## src/rtl/ysyx_25030081_pkg.sv

```systemverilog
// Shared definitions for the writeback stage: load funct3 encodings.
package ysyx_25030081_pkg;

  localparam logic [2:0] LB  = 3'b000;
  localparam logic [2:0] LH  = 3'b001;
  localparam logic [2:0] LW  = 3'b010;
  localparam logic [2:0] LBU = 3'b100;
  localparam logic [2:0] LHU = 3'b101;

endpackage

```

## src/rtl/ysyx_25030081_load_ext.sv

```systemverilog
// Combinational load extraction: picks the byte/half/word out of an aligned
// memory word and sign- or zero-extends it.
module ysyx_25030081_load_ext
  import ysyx_25030081_pkg::*;
#(
  parameter int DATA_WIDTH = 32
) (
  input  logic [2:0]            funct3,
  input  logic [1:0]            offset,
  input  logic [DATA_WIDTH-1:0] data,
  output logic [DATA_WIDTH-1:0] value
);

  logic [7:0]  byte_sel;
  logic [15:0] half_sel;

  assign byte_sel = data[{offset, 3'b000} +: 8];
  assign half_sel = data[{offset[1], 4'b0000} +: 16];

  always_comb begin
    value = data;
    case (funct3)
      LB:      value = {{(DATA_WIDTH-8){byte_sel[7]}}, byte_sel};
      LBU:     value = {{(DATA_WIDTH-8){1'b0}}, byte_sel};
      LH:      value = {{(DATA_WIDTH-16){half_sel[15]}}, half_sel};
      LHU:     value = {{(DATA_WIDTH-16){1'b0}}, half_sel};
      LW:      value = data;
      default: value = data;
    endcase
  end

endmodule

```

## src/rtl/ysyx_25030081_wbu.sv

```systemverilog
// Writeback unit: two-entry skid buffer between execute results and the
// register-file commit port, with a retired-instruction counter.
module ysyx_25030081_wbu
  import ysyx_25030081_pkg::*;
#(
  parameter int RF_ADDR_WIDTH = 5,
  parameter int DATA_WIDTH    = 32
) (
  input  logic                     clk,
  input  logic                     rst,

  input  logic                     in_valid,
  output logic                     in_ready,
  input  logic [DATA_WIDTH-1:0]    in_pc,
  input  logic [RF_ADDR_WIDTH-1:0] in_rd,
  input  logic                     in_rd_wen,
  input  logic [DATA_WIDTH-1:0]    in_result,
  input  logic                     in_is_load,
  input  logic [2:0]               in_ld_funct3,
  input  logic [1:0]               in_ld_offset,
  input  logic [DATA_WIDTH-1:0]    in_ld_data,

  output logic                     rf_wen,
  output logic [RF_ADDR_WIDTH-1:0] rf_waddr,
  output logic [DATA_WIDTH-1:0]    rf_wdata,

  output logic                     commit_valid,
  input  logic                     commit_ready,
  output logic [DATA_WIDTH-1:0]    commit_pc,
  output logic [RF_ADDR_WIDTH-1:0] commit_rd,
  output logic [DATA_WIDTH-1:0]    commit_wdata,
  output logic [63:0]              retire_cnt
);

  logic [DATA_WIDTH-1:0]    ld_value;
  logic [DATA_WIDTH-1:0]    in_wdata;

  logic                     head_valid, skid_valid, in_ready_q;
  logic [DATA_WIDTH-1:0]    head_pc, head_wdata, skid_pc, skid_wdata;
  logic [RF_ADDR_WIDTH-1:0] head_rd, skid_rd;
  logic                     head_rd_wen, skid_rd_wen;

  logic                     accept, fire;
  logic                     head_valid_n, skid_valid_n;
  logic                     head_load, head_from_skid, skid_load;

  ysyx_25030081_load_ext #(.DATA_WIDTH(DATA_WIDTH)) u_load_ext (
    .funct3 (in_ld_funct3),
    .offset (in_ld_offset),
    .data   (in_ld_data),
    .value  (ld_value)
  );

  assign in_wdata = in_is_load ? ld_value : in_result;
  assign accept   = in_valid & in_ready_q;
  assign fire     = head_valid & commit_ready;

  // skid is only filled when head is occupied and staying, so in_ready low
  // guarantees accept never coincides with a skid->head move
  always_comb begin
    head_valid_n   = head_valid;
    skid_valid_n   = skid_valid;
    head_load      = 1'b0;
    head_from_skid = 1'b0;
    skid_load      = 1'b0;
    if (fire) begin
      if (skid_valid) begin
        head_from_skid = 1'b1;
        skid_valid_n   = 1'b0;
      end else if (accept) begin
        head_load = 1'b1;
      end else begin
        head_valid_n = 1'b0;
      end
    end else if (accept) begin
      if (!head_valid) begin
        head_load    = 1'b1;
        head_valid_n = 1'b1;
      end else begin
        skid_load    = 1'b1;
        skid_valid_n = 1'b1;
      end
    end
  end

  always_ff @(posedge clk) begin
    if (rst) begin
      head_valid <= 1'b0;
      skid_valid <= 1'b0;
      in_ready_q <= 1'b1;
      retire_cnt <= 64'd0;
    end else begin
      head_valid <= head_valid_n;
      skid_valid <= skid_valid_n;
      in_ready_q <= ~skid_valid_n;
      if (fire) retire_cnt <= retire_cnt + 64'd1;
    end
  end

  always_ff @(posedge clk) begin
    if (head_from_skid) begin
      head_pc     <= skid_pc;
      head_rd     <= skid_rd;
      head_rd_wen <= skid_rd_wen;
      head_wdata  <= skid_wdata;
    end else if (head_load) begin
      head_pc     <= in_pc;
      head_rd     <= in_rd;
      head_rd_wen <= in_rd_wen;
      head_wdata  <= in_wdata;
    end
    if (skid_load) begin
      skid_pc     <= in_pc;
      skid_rd     <= in_rd;
      skid_rd_wen <= in_rd_wen;
      skid_wdata  <= in_wdata;
    end
  end

  assign in_ready     = in_ready_q;
  assign commit_valid = head_valid;
  assign commit_pc    = head_pc;
  assign commit_rd    = head_rd;
  assign commit_wdata = head_wdata;
  assign rf_wen       = fire & head_rd_wen & (head_rd != '0);
  assign rf_waddr     = head_rd;
  assign rf_wdata     = head_wdata;

endmodule

```

## config.mk

```make
export PLATFORM = sky130hd
export DESIGN_NAME = ysyx_25030081_wbu
export DESIGN_NICKNAME = d
export VERILOG_FILES = /design/src/rtl/ysyx_25030081_pkg.sv /design/src/rtl/ysyx_25030081_load_ext.sv /design/src/rtl/ysyx_25030081_wbu.sv
export SDC_FILE = /design/constraint.sdc
export NUM_CORES = 1
export LEC_CHECK = 0
export BUFFER_PORTS_ARGS = -buffer_cell sky130_fd_sc_hd__buf_4
export CAP_MARGIN = 20
export CORE_ASPECT_RATIO = 0.9
export CORE_MARGIN = 4
export CORE_UTILIZATION = 47
export DETAILED_ROUTE_END_ITERATION = 12
export PLACE_DENSITY = 0.83
export SYNTH_ARGS = -nofsm -noshare
export SYNTH_HDL_FRONTEND = slang
export SYNTH_SLANG_ARGS = --single-unit
```

## constraint.sdc

```tcl
create_clock -name clk -period 4.6 [get_ports clk]
set_input_delay 0.46 -clock clk [delete_from_list [all_inputs] [get_ports clk]]
set_output_delay 0.46 -clock clk [all_outputs]
set_load 0.01 [all_outputs]
```

==> impl_metrics.toml <==
[floorplanning]
die_h_um = 141
rows = 48
chipWidth_um = 156
dieArea_um2 = 22100
start_util_pct = 48.1
ios = 285
core_um2 = 19300

[finish]
area_delta_synth_final_pct = 30.3
nNetsFinal = 1149
final_util_pct = 62.7
layout-drive-gt1-share_pct = 37.3
diodes = 0
fin_area_um2 = 12100

[timing]
fin_tns_setup_ps = 0
min_period_ps = 2930
finalHoldViolCount = 0
fin_crit_sh_pct = 63.7
worst_slew_pin_slew_ps = 1110
finalClockSkew_ps = 20.3
rsz0062_at_grt = "false"
max_freq_mhz = 341
max_slew_margin_pct = 26.2
maxSlewViolCount = 0
setup_violations = 0

[power]
power_leakage_nw = 4.75
ir_drop_mv = 0.284
p_seq_share_pct = 47.6
sw_frac_of_total_pct = 22.5
power_density_nw_per_um2 = 366
total_switching_power_mw = 0.997
internal-power_mw = 3.44
combPwrFrac_pct = 9.7
pwr-share-clk_pct = 42.7

[worst_setup_path]
crit_fanout = 26
worst_ep_arrival_time_ps = 3350
worstPathRequired_ps = 5020
startpoint_type = "flop"
slowest_stage = "or4_1"
cpPeakStageDelay_ps = 720
cp-end-kind = "flop"
crit_type = "flop to flop"
crit_path_cell_trace = "ha_1 -> nand4_1 -> nor4bb_1 -> buf_4 -> nand3_1 -> or4_1 -> a21oi_1"

[clock_tree]
ctsResizeCount = 0
clockBufferDepth = 3
cts_buffers = 22
clock_latency_ps = 510
clock-root-buffer = "clkbuf_16"
cts.sinks = 207
cts_hold_buf = 0
tritoncts = "built"
path_clk_slew_ps = 60
htreeDepth = 1
cts_setup_buffers = 0

[synth]
synth-seq-cells = 207
ys.flop_type = "edfxtp_1"
synth_top_area_cell = "edfxtp_1"
synth_edf_count = 140
ys_top_cells_by_count = "edfxtp_1 (140), a21oi_1 (67), dfxtp_1 (67)"
synth_area_um2 = 9300
synthCells = 806
synth_nets = 919
yosysWarningCount = 0
yosysMostFrequentCell = "edfxtp_1"
async_flop_share_pct = 0
avgSynthCellArea_um2 = 11.5
ys_seq_area_share_pct = 59.6
synth_area_leaders = "edfxtp_1 (45%), dfxtp_1 (14%), mux2_2 (7.4%)"
synth_top_area_share_pct = 45.2
synth_cell_types = 48

[detailed_routing]
vias_per_cell = 5.59
routedWlPerCell_um = 19.4
ant_nets = 0
drc = 0
via_count = 7282
postRouteWirelength_mm = 25.2
firstDrtPassIters = 4
drtIter0Drc = 435

[placed_design]
portBuffers = 284
place_congestion = 0.904
place_area_um2 = 11300
dp.final_hpwl_mm = 17.7

[grt]
grt_overflow_total = 0
grt_pass1_vias = 7136
grt_max_degree = 87
antenna_found_initial = 0
grt_pass1_wl_mm = 38.4
grt_usage_pct = 21.6

[status]
status = "finished clean"

[hold_path]
hp-class = "input pin to flop"

[run]
drv_cap = 0
## cell families (layout without fill, tap and decap cells)
kind of cell / Yosys count / after routing / share of synthesized area, %
buffers and inverters: 93 / 339 / 5.31
muxes: 63 / 63 / 7.74
and+or+nand+nor: 254 / 254 / 14.3
xor gates and xnor gates: 28 / 28 / 2.64
AOI/OAI and AO/OA: 160 / 160 / 10.3
DFF: 207 / 207 / 59.6
adders and majority gates: 1 / 1 / 0.135
## layout by cell type, fill, tap and decap left out, types with 17 or more instances in the layout
cell type,Yosys,layout
a21oi_1,67,66
a31oi_1,17,17
and3_1,25,24
buf_4,37,288
clkbuf_16,0,22
dfxtp_1,67,67
edfxtp_1,140,140
mux2_2,61,61
nand2_1,61,60
nand3_1,20,20
nor2_1,57,57
o21ai_0,30,30
o31ai_1,21,21
or3_1,19,19
or4_1,21,21
## final cells by class
class	instances	area (µm²)
Sequential cell	207	5550
Inverter	11	41.3
Multi-Input combinational cell	506	3280
Fill cell	1537	7220
Clock buffer	29	597
Tap cell	250	313
Timing Repair Buffer	288	2160
Clock inverter	11	178
## worst max-delay path: cells and delay by family, from the launching register on
family / cells / cell delay (ps)
simple gates: 4 / 1820
flops: 1 / 400
buf+inv: 1 / 240
fa+ha+maj: 1 / 220
compound gates: 1 / 180
## state kept, by name, indices dropped and copies added, names as in the netlist
signal        flops
commit_pc        32
commit_rd         5
commit_valid      1
commit_wdata     32
head_rd_wen       1
in_ready          1
retire_cnt       64
skid_pc          32
skid_rd           5
skid_rd_wen       1
skid_valid        1
skid_wdata       32
## path summary, 6_finish.rpt
check | slack [ps] | startpoint | cells after the start | to
max reg2reg | 1670 | retire_cnt[1] | 7 | retire_cnt[56]
max | 1670 | retire_cnt[1] | 7 | retire_cnt[56]
min reg2reg | 510 | retire_cnt[54] | 2 | retire_cnt[54]
min | 140 | in_pc[0] | 1 | skid_pc[0]
## power groups by stage
stage / clock, mW / combinational [mW] / sequential (mW)
finish: 1.89 / 0.431 / 2.11
global route: 1.99 / 0.463 / 2.12
CTS: 1.92 / 0.434 / 2.11
detailed placement: 0 / 0.431 / 2.15
global placement: 0 / 0.423 / 2.15
floorplan: 0 / 0.193 / 2.17
## stage by stage
step	cells	setup WS (ps)	total power, mW	hold slack [ps]
6_report	1302	1670	4.43	135
5_1_grt	1302	1490	4.57	114
4_1_cts	1302	1690	4.47	119
3_5_place_dp	1262	1710	2.58	498
3_3_place_gp	1262	1850	2.57	475
2_1_floorplan	806	137	2.36	496
## layer usage
layer	track usage (%)	wire [µm]	up-vias
met3	6.74	2500	36
met5	0	0	-
met2	37.0	12600	345
met1	26.5	9560	3473
li1	-	-	3428
met4	5.75	579	0
(Power assumes the default switching activity.)
